<file path="config.mk">
export PLATFORM = sky130hd
export DESIGN_NAME = inv_mix_columns_iter
export DESIGN_NICKNAME = d
export VERILOG_FILES = /design/src/rtl/inv_mix_columns_iter.sv
export SDC_FILE = /design/constraint.sdc
export NUM_CORES = 1
export LEC_CHECK = 0
export BUFFER_PORTS_ARGS = -buffer_cell sky130_fd_sc_hd__clkbuf_2
export CORE_MARGIN = 4
export CORE_UTILIZATION = 61
export DETAILED_ROUTE_END_ITERATION = 12
export PLACE_DENSITY_LB_ADDON = 0.05
export SETUP_SLACK_MARGIN = 0.1
export SYNTH_ARGS = -nofsm -noshare
export SYNTH_HDL_FRONTEND = slang
export SYNTH_SLANG_ARGS = --single-unit
</file>
<file path="constraint.sdc">
create_clock -name clk -period 7.26 [get_ports clk]
set_input_delay 0.726 -clock clk [delete_from_list [all_inputs] [get_ports clk]]
set_output_delay 0.726 -clock clk [all_outputs]
set_load 0.01 [all_outputs]
</file>
<file path="src/rtl/inv_mix_columns_iter.sv">
// -----------------------------------------------------------------------------
// inv_mix_columns_iter
//
// Iterative AES InvMixColumns engine for the decryption datapath. A 128-bit
// state is accepted over a valid/ready handshake. The engine transforms
// COLS_PER_CYCLE columns per clock in place and then presents the result on a
// registered valid/ready output. It accepts no new state until the current
// result has been taken.
//
// Parameters:
//   COLS_PER_CYCLE  columns transformed per clock (1, 2 or 4)
//
// Ports:
//   clk        clock, all state updates on the rising edge
//   rst        synchronous active-high reset
//   in_valid   in_state is valid
//   in_ready   block can accept a state (high only in IDLE)
//   in_state   state, column c = bits [127-32c : 96-32c], a0 = column MSB byte
//   out_valid  out_state holds a finished result
//   out_ready  downstream accepts the result
//   out_state  InvMixColumns(in_state), same layout, registered
//   busy       high while columns are being transformed
// -----------------------------------------------------------------------------
module inv_mix_columns_iter #(
    parameter int COLS_PER_CYCLE = 1
) (
    input  logic         clk,
    input  logic         rst,
    input  logic         in_valid,
    output logic         in_ready,
    input  logic [127:0] in_state,
    output logic         out_valid,
    input  logic         out_ready,
    output logic [127:0] out_state,
    output logic         busy
);

    generate
        if (COLS_PER_CYCLE != 1 && COLS_PER_CYCLE != 2 && COLS_PER_CYCLE != 4) begin : g_illegal_cols
            $error("inv_mix_columns_iter: COLS_PER_CYCLE must be 1, 2 or 4");
        end
    endgenerate

    // Index of the first column of the final group; reaching it means the
    // current cycle finishes the state.
    localparam int LAST_IDX = 4 - COLS_PER_CYCLE;

    typedef enum logic [1:0] {
        IDLE = 2'd0,
        BUSY = 2'd1,
        DONE = 2'd2
    } state_t;

    state_t        state_reg;
    state_t        state_next;
    logic [127:0]  work_reg;
    logic [127:0]  work_next;
    logic [127:0]  out_state_reg;
    logic          out_valid_reg;
    logic [1:0]    col_idx_reg;
    logic [1:0]    col_idx_next;
    logic          last_group;

    logic [6:0]    col_base [COLS_PER_CYCLE];
    logic [31:0]   col_in   [COLS_PER_CYCLE];
    logic [31:0]   col_out  [COLS_PER_CYCLE];

    // Multiply by x in GF(2^8) modulo x^8+x^4+x^3+x+1.
    function automatic logic [7:0] xtime(input logic [7:0] b);
        return {b[6:0], 1'b0} ^ (b[7] ? 8'h1b : 8'h00);
    endfunction

    // One column through the circulant (0e 0b 0d 09) matrix. The four
    // constants are assembled from the shared x2/x4/x8 chain of each byte.
    function automatic logic [31:0] inv_mix_col(input logic [31:0] col);
        logic [7:0] a   [4];
        logic [7:0] x2  [4];
        logic [7:0] x4  [4];
        logic [7:0] x8  [4];
        logic [7:0] m09 [4];
        logic [7:0] m0b [4];
        logic [7:0] m0d [4];
        logic [7:0] m0e [4];
        logic [7:0] b   [4];
        for (int j = 0; j < 4; j++) begin
            a[j]   = col[31-8*j -: 8];
            x2[j]  = xtime(a[j]);
            x4[j]  = xtime(x2[j]);
            x8[j]  = xtime(x4[j]);
            m09[j] = x8[j] ^ a[j];
            m0b[j] = x8[j] ^ x2[j] ^ a[j];
            m0d[j] = x8[j] ^ x4[j] ^ a[j];
            m0e[j] = x8[j] ^ x4[j] ^ x2[j];
        end
        b[0] = m0e[0] ^ m0b[1] ^ m0d[2] ^ m09[3];
        b[1] = m09[0] ^ m0e[1] ^ m0b[2] ^ m0d[3];
        b[2] = m0d[0] ^ m09[1] ^ m0e[2] ^ m0b[3];
        b[3] = m0b[0] ^ m0d[1] ^ m09[2] ^ m0e[3];
        return {b[0], b[1], b[2], b[3]};
    endfunction

    // One transform lane per column handled in a cycle. Column c sits at
    // bit offset 32*(3-c); for a 2-bit index, 3-c is simply ~c.
    generate
        for (genvar gi = 0; gi < COLS_PER_CYCLE; gi++) begin : g_lane
            logic [1:0] idx;
            assign idx          = col_idx_reg + 2'(gi);
            assign col_base[gi] = {~idx, 5'b00000};
            assign col_in[gi]   = work_reg[col_base[gi] +: 32];
            assign col_out[gi]  = inv_mix_col(col_in[gi]);
        end
    endgenerate

    always_comb begin
        work_next = work_reg;
        for (int i = 0; i < COLS_PER_CYCLE; i++) begin
            work_next[col_base[i] +: 32] = col_out[i];
        end
    end

    assign last_group   = (col_idx_reg == 2'(LAST_IDX));
    // Advancing by 4 in a 2-bit counter leaves it at 0, so a single-group
    // engine never moves the index.
    assign col_idx_next = col_idx_reg + 2'(COLS_PER_CYCLE);

    // State register
    always_ff @(posedge clk) begin
        if (rst) begin
            state_reg <= IDLE;
        end else begin
            state_reg <= state_next;
        end
    end

    // Next-state and status outputs
    always_comb begin
        state_next = state_reg;
        in_ready   = 1'b0;
        busy       = 1'b0;
        case (state_reg)
            IDLE: begin
                in_ready = 1'b1;
                if (in_valid) begin
                    state_next = BUSY;
                end
            end
            BUSY: begin
                busy = 1'b1;
                if (last_group) begin
                    state_next = DONE;
                end
            end
            DONE: begin
                if (out_ready) begin
                    state_next = IDLE;
                end
            end
            default: begin
                state_next = IDLE;
            end
        endcase
    end

    // Datapath: working register, column counter and result register
    always_ff @(posedge clk) begin
        if (rst) begin
            work_reg      <= '0;
            col_idx_reg   <= '0;
            out_state_reg <= '0;
            out_valid_reg <= 1'b0;
        end else begin
            case (state_reg)
                IDLE: begin
                    if (in_valid) begin
                        work_reg    <= in_state;
                        col_idx_reg <= '0;
                    end
                end
                BUSY: begin
                    work_reg    <= work_next;
                    col_idx_reg <= col_idx_next;
                    if (last_group) begin
                        out_state_reg <= work_next;
                        out_valid_reg <= 1'b1;
                    end
                end
                DONE: begin
                    if (out_ready) begin
                        out_valid_reg <= 1'b0;
                    end
                end
                default: begin
                    out_valid_reg <= 1'b0;
                end
            endcase
        end
    end

    assign out_valid = out_valid_reg;
    assign out_state = out_state_reg;

endmodule

</file>
==> results of run 1 <==
worst max-delay path: stages, from the launching register on:
cell     delay (ps)
dfxtp_2         680
buf_4           510
ha_1            870
inv_1           320
nor2_4          880
buf_12          380
and3_1          230
a21oi_1          40
nor2_1          110
power groups by stage:
stage | clock (W) | combinational [W] | sequential [W]
global route | 0.00148 | 0.00567 | 0.00169
CTS | 0.00142 | 0.00529 | 0.00167
detailed placement | 0 | 0.00525 | 0.00170
global placement | 0 | 0.00521 | 0.00170
finish | 0.00141 | 0.00545 | 0.00168
floorplan | 0 | 0.00391 | 0.00164
cell type report:
class                           instances  area share
Sequential cell                       261       0.323
Tap cell                              285      0.0220
Clock inverter                         12     0.00610
Timing Repair Buffer                  279      0.0901
Multi-Input combinational cell       1176       0.507
Clock buffer                           39      0.0495
Inverter                               13     0.00317
kinds of logic after synthesis:
family                   after synthesis  synth area share
AO/OA/AOI/OAI                        442             0.205
XOR/XNOR                             194             0.154
adder cells (fa/ha/maj)                5           0.00444
buffers and inverters                165            0.0507
flip-flops                           261             0.371
multiplexers                          33            0.0524
AND/OR/NAND/NOR                      502             0.162
synthesized netlist by cell type, types with 36 or more instances:
| cell | n | area [µm²] |
|---|---|---|
| a22oi_1 | 83 | 623 |
| a21oi_1 | 175 | 876 |
| nand2_1 | 153 | 574 |
| dfxtp_1 | 261 | 5230 |
| nor3_1 | 71 | 355 |
| nor2_1 | 161 | 604 |
| clkbuf_1 | 124 | 465 |
| and3_1 | 38 | 238 |
| nor2b_1 | 36 | 225 |
| o22ai_1 | 38 | 238 |
| xnor2_1 | 121 | 1060 |
layer usage:
layer  vias up  part of all wire  wire, µm
li1       6047                 -         -
met1      6443              0.38     19000
met2       903              0.45     22100
met3       147              0.12      6110
met4         0             0.047      2310
met5         -                 0         0
metrics by stage:
stage	util	hold WS, ps	instances	total power [W]	area [µm²]
6_report	0.714	454	2065	0.00854	16200
3_3_place_gp	0.674	443	2014	0.00691	15300
4_1_cts	0.714	445	2065	0.00838	16200
2_1_floorplan	-	437	1602	0.00555	14100
5_1_grt	0.714	459	2065	0.00883	16200
3_5_place_dp	0.674	449	2014	0.00695	15300
worst max path at each step:
stage                     end  slack (ps)  cells past startpoint
3_3_place_gp   out_state[107]        3090                      8
5_1_grt        out_state[107]        2560                      8
3_5_place_dp    out_state[91]        3010                      8
6_report       out_state[116]        3010                      8
4_1_cts        out_state[116]        2990                      8
2_1_floorplan    work_reg[61]        4070                     10
==> impl_metrics.tcl, run 1 <==
set metrics [dict create \
    synth_warnings 0 \
    antennaDiodeCount 0 \
    drv.max_cap_violation_count 0 \
    setup.reg_to_reg.worst_slack_ps 3010 \
    synth.ff_latch_count 261 \
    worst_r2r_path_depth 8 \
    power.leakage_nw 6.39 \
    postCtsResizedCells 0 \
    detail_route.drc_violations 0 \
    synth-async-reset-ratio 0 \
    grt_remaining_overflow 0 \
    design.final.nets 1896 \
    power.switching_fraction 0.483 \
    min_period_over_period 0.585 \
    synthDistinctLibCells 55 \
    place_hpwl_um 34300 \
    critical_path_class "reg2reg" \
    groute.layer.met1.usage 0.505 \
    final_common_cell "clkbuf_2" \
    worst_setup_path_end_kind "flop" \
    clkPwrFrac 0.165 \
    cell_internal_pwr_w 0.00442 \
    netlist_area_mm2 0.0141 \
    antenna_violations_before_repair 0 \
    multi_input_gate_area_in_the_final_layout_mm2 0.00821 \
    area_of_the_core_region_mm2 0.0227 \
    use_met2 0.566 \
    final_layout_size_suffix_gt1_frac 0.228 \
    io_buffers 262 \
    critical_path_arrival_ps 4730 \
    slew_headroom 0.167 \
    grt_pass1_vias 13300 \
    fillerInstances 1861 \
    gr-usage-all-layers 0.373 \
    mappedNetlistNets 1739 \
    power.ir.vdd_worst_v 0.000433 \
    dominantRegCellSynth "dfxtp_1" \
    floorplan.initialDensity 0.621 \
    die_width_um 160 \
    post_cts_setup_bufs 0 \
    seq_area_mm2 0.00523 \
    reg2reg_from "col_idx_reg[0]" \
    hold_viol 0 \
    finalWirelength_um 49500 \
    wl_per_cell_um 24.0 \
    drt-initial-drc-count 1860 \
    final.setup.worst_slack_ps 3010 \
    die_area_mm2 0.0256 \
    worst_slew_pin_slew_ps 1240 \
    post_drt_via_cell_ratio 6.56 \
    io_pins 263 \
    floorplan.rows 55 \
    cts.htree.levels 1 \
    synth-edff-count 0 \
    timing.hold.worst_path_depth 2 \
    finalMaxSlewViolations 0 \
    grt.busiest_layer "met2" \
    p_comb_frac 0.638 \
    setup_viol 0 \
    gp_routability_congestion 1.00 \
    finalClockSkew_ps 19.4 \
    worst_min_delay_path_startpoint "out_valid" \
    whs_endpoint "out_valid" \
    path_clk_slew_ps 60 \
    capture_instance_of_the_worst_register_to_register_path "out_state[116]" \
    cts_made_buffers 28 \
    period_needed_ps 4250 \
    max-clock-path-buffers 3 \
    syn_to_final_growth_pct 15.0 \
    switching_power_w 0.00413 \
    num_vias 13500 \
    yosysSeqAreaShare 0.371 \
    start_kind "flop" \
    timing.critical_path.from "col_idx_reg[0]" \
    grt_first_pass_wirelength_um 76800 \
    share_seq_of_total_power 0.197 \
    latest_clock_arrival_within_the_worst_skew_pair_ps 560 \
    clkSinkCount 261 \
    class_of_the_tightest_hold_or_removal_check "reg2reg" \
    die_h_um 160 \
    postCtsHoldBufs 0 \
    placement.setup.worst_slack_ps 3010 \
    met3_usage 0.100 \
    tritoncts "built" \
    grt_start_max_net_pins 128 \
    grt_setup_unrepaired "false" \
    critPathRequiredTime_ps 7740 \
    run_status "finished clean" \
    crit_path_max_fanout 94 \
    antenna_violating_nets_left 0 \
    drt_pre_antenna_iters 6 \
    power.density_cell_area_mw_per_mm2 527 \
    setup_total_negative_slack_ps 0 \
    final_cell_mix "261 x clkbuf_2, 260 x dfxtp_1, 175 x a21oi_1, 158 x nor2_1, 152 x nand2_1" \
    syn-mean-instance-area_um2 8.80 \
    netlist_instances 1602 \
    cts.root.buffer_cell "clkbuf_16" \
    maximum_clock_rate_ghz 0.235 \
]
(Power assumes the default switching activity.)
==> run 2: changes to the inputs <==
- CORE_UTILIZATION: 61 -> 56
- clock period: 7.26 -> 4.3 ns (I/O delays scaled with it)
==> run 2 against run 1 <==
Net effect:
- register-to-register slack got worse by 2500 ps
- setup slack lost 2500 ps
- cell count grew 3.4%
- clock-buffer cell count rose by 4
- combinational power up 81%
- cell area up 2.0%
- via count increased by 0.99%
- clock power rose by 71%
- largest power group unchanged
- wire length increased by 6.6%
- global-route usage down 1.1 points
- sequential cell count unchanged
==> impl_metrics.tcl, run 2 (synthesis gave the netlist of run 1 again) <==
set metrics [dict create \
    run_status "finished clean" \
    power.leakage_nw 6.55 \
    final_common_cell "clkbuf_2" \
    cts.root.buffer_cell "clkbuf_16" \
    setup_total_negative_slack_ps 0 \
    die_area_mm2 0.0278 \
    area_of_the_core_region_mm2 0.0245 \
    finalMaxSlewViolations 0 \
    finalClockSkew_ps 14.1 \
    maximum_clock_rate_ghz 0.262 \
    antenna_violating_nets_left 0 \
    critical_path_arrival_ps 4230 \
    io_pins 263 \
    grt_pass1_vias 13100 \
    postCtsResizedCells 0 \
    antenna_violations_before_repair 1 \
    drt_pre_antenna_iters 6 \
    latest_clock_arrival_within_the_worst_skew_pair_ps 560 \
    max-clock-path-buffers 3 \
    worst_slew_pin_slew_ps 997 \
    clkSinkCount 261 \
    antennaDiodeCount 0 \
    class_of_the_tightest_hold_or_removal_check "in2reg" \
    detail_route.drc_violations 0 \
    setup_viol 0 \
    final.setup.worst_slack_ps 490 \
    critical_path_class "reg2reg" \
    crit_path_max_fanout 10 \
    grt_start_max_net_pins 78 \
    floorplan.initialDensity 0.574 \
    drv.max_cap_violation_count 0 \
    syn_to_final_growth_pct 17.3 \
    die_h_um 167 \
    place.detailed.instances 2085 \
    worst_setup_path_end_kind "flop" \
    final_layout_size_suffix_gt1_frac 0.241 \
    die_width_um 167 \
    cts.htree.levels 1 \
    place_hpwl_um 36900 \
    cts_made_buffers 28 \
    drt-initial-drc-count 1618 \
    grt_remaining_overflow 0 \
    path_clk_slew_ps 70 \
    critPathRequiredTime_ps 4720 \
    num_vias 13700 \
    power.ir.vdd_worst_v 0.000653 \
    grt_first_pass_wirelength_um 79700 \
    design.final.nets 1928 \
    period_needed_ps 3810 \
    slew_headroom 0.334 \
    io_buffers 262 \
    gp_routability_congestion 0.950 \
    floorplan.rows 57 \
    postCtsHoldBufs 0 \
    post_cts_setup_bufs 0 \
    placement.setup.worst_slack_ps 587 \
    final_cell_mix "261 x clkbuf_2, 260 x dfxtp_1, 175 x a21oi_1, 158 x nor2_1, 152 x nand2_1" \
    multi_input_gate_area_in_the_final_layout_mm2 0.00820 \
    grt_setup_unrepaired "false" \
    min_period_over_period 0.886 \
    post_drt_via_cell_ratio 6.40 \
    finalNonFillerCells 2135 \
    wl_per_cell_um 24.7 \
    gr-usage-all-layers 0.362 \
    start_kind "flop" \
    fillerInstances 2101 \
    tritoncts "built" \
    seq_area_mm2 0.00523 \
    post-route-util 0.674 \
    power.density_cell_area_mw_per_mm2 914 \
    finalWirelength_um 52800 \
    hold_viol 0 \
]
## run 2: changes by cell type in the layout (fill, tap and decap cells not counted), sizes merged
cell / delta
clkinv: -5
bufinv: -1
inv: +1
buf: +32
clkbuf: +4
## run 2: power by group
part           total [W]  internal [W]  switching [W]
Clock            0.00241       0.00138        0.00102
Combinational    0.00988       0.00404        0.00584
Sequential       0.00283       0.00261       0.000220
## run 2: final cells by class
type                    count  area share
clock inverters             7     0.00265
multi-input cells        1176       0.496
inverters                  13     0.00310
well taps                 324      0.0245
clock buffers              43      0.0525
repair buffers            311       0.105
flip-flops and latches    261       0.316
## run 2: worst paths after layout
kind / start / end / slack [ps] / cells past startpoint
worst max-delay path: col_idx_reg[1] / out_state[29] / 490 / 9
worst min-delay path: in_state[2] / work_reg[2] / 140 / 3
worst max register to register: col_idx_reg[1] / out_state[29] / 490 / 9
worst min register to register: out_state[62] / out_state[62] / 450 / 2
## run 2: routing by layer
| layer | track usage | part of all wire |
|---|---|---|
| met1 | 0.512 | 0.41 |
| met2 | 0.557 | 0.45 |
| met3 | 0.0642 | 0.10 |
| met4 | 0.136 | 0.041 |
| met5 | 0 | 0 |
## run 2: worst max-delay path, stage by stage, from the launching register on
cell	delay (ps)
dfxtp_1	720
buf_4	290
mux4_1	550
xnor2_2	350
xor2_1	300
xnor3_1	460
xnor2_1	560
o2bb2ai_1	230
nor2_1	140
nor3_1	60
## run 2: stage by stage
step	hold slack, ps	total power (W)	cell area, µm²
floorplan	437	0.00938	14100
global placement	445	0.0125	15600
detailed placement	445	0.0125	15600
CTS	134	0.0149	16500
global route	167	0.0157	16500
finish	142	0.0151	16500
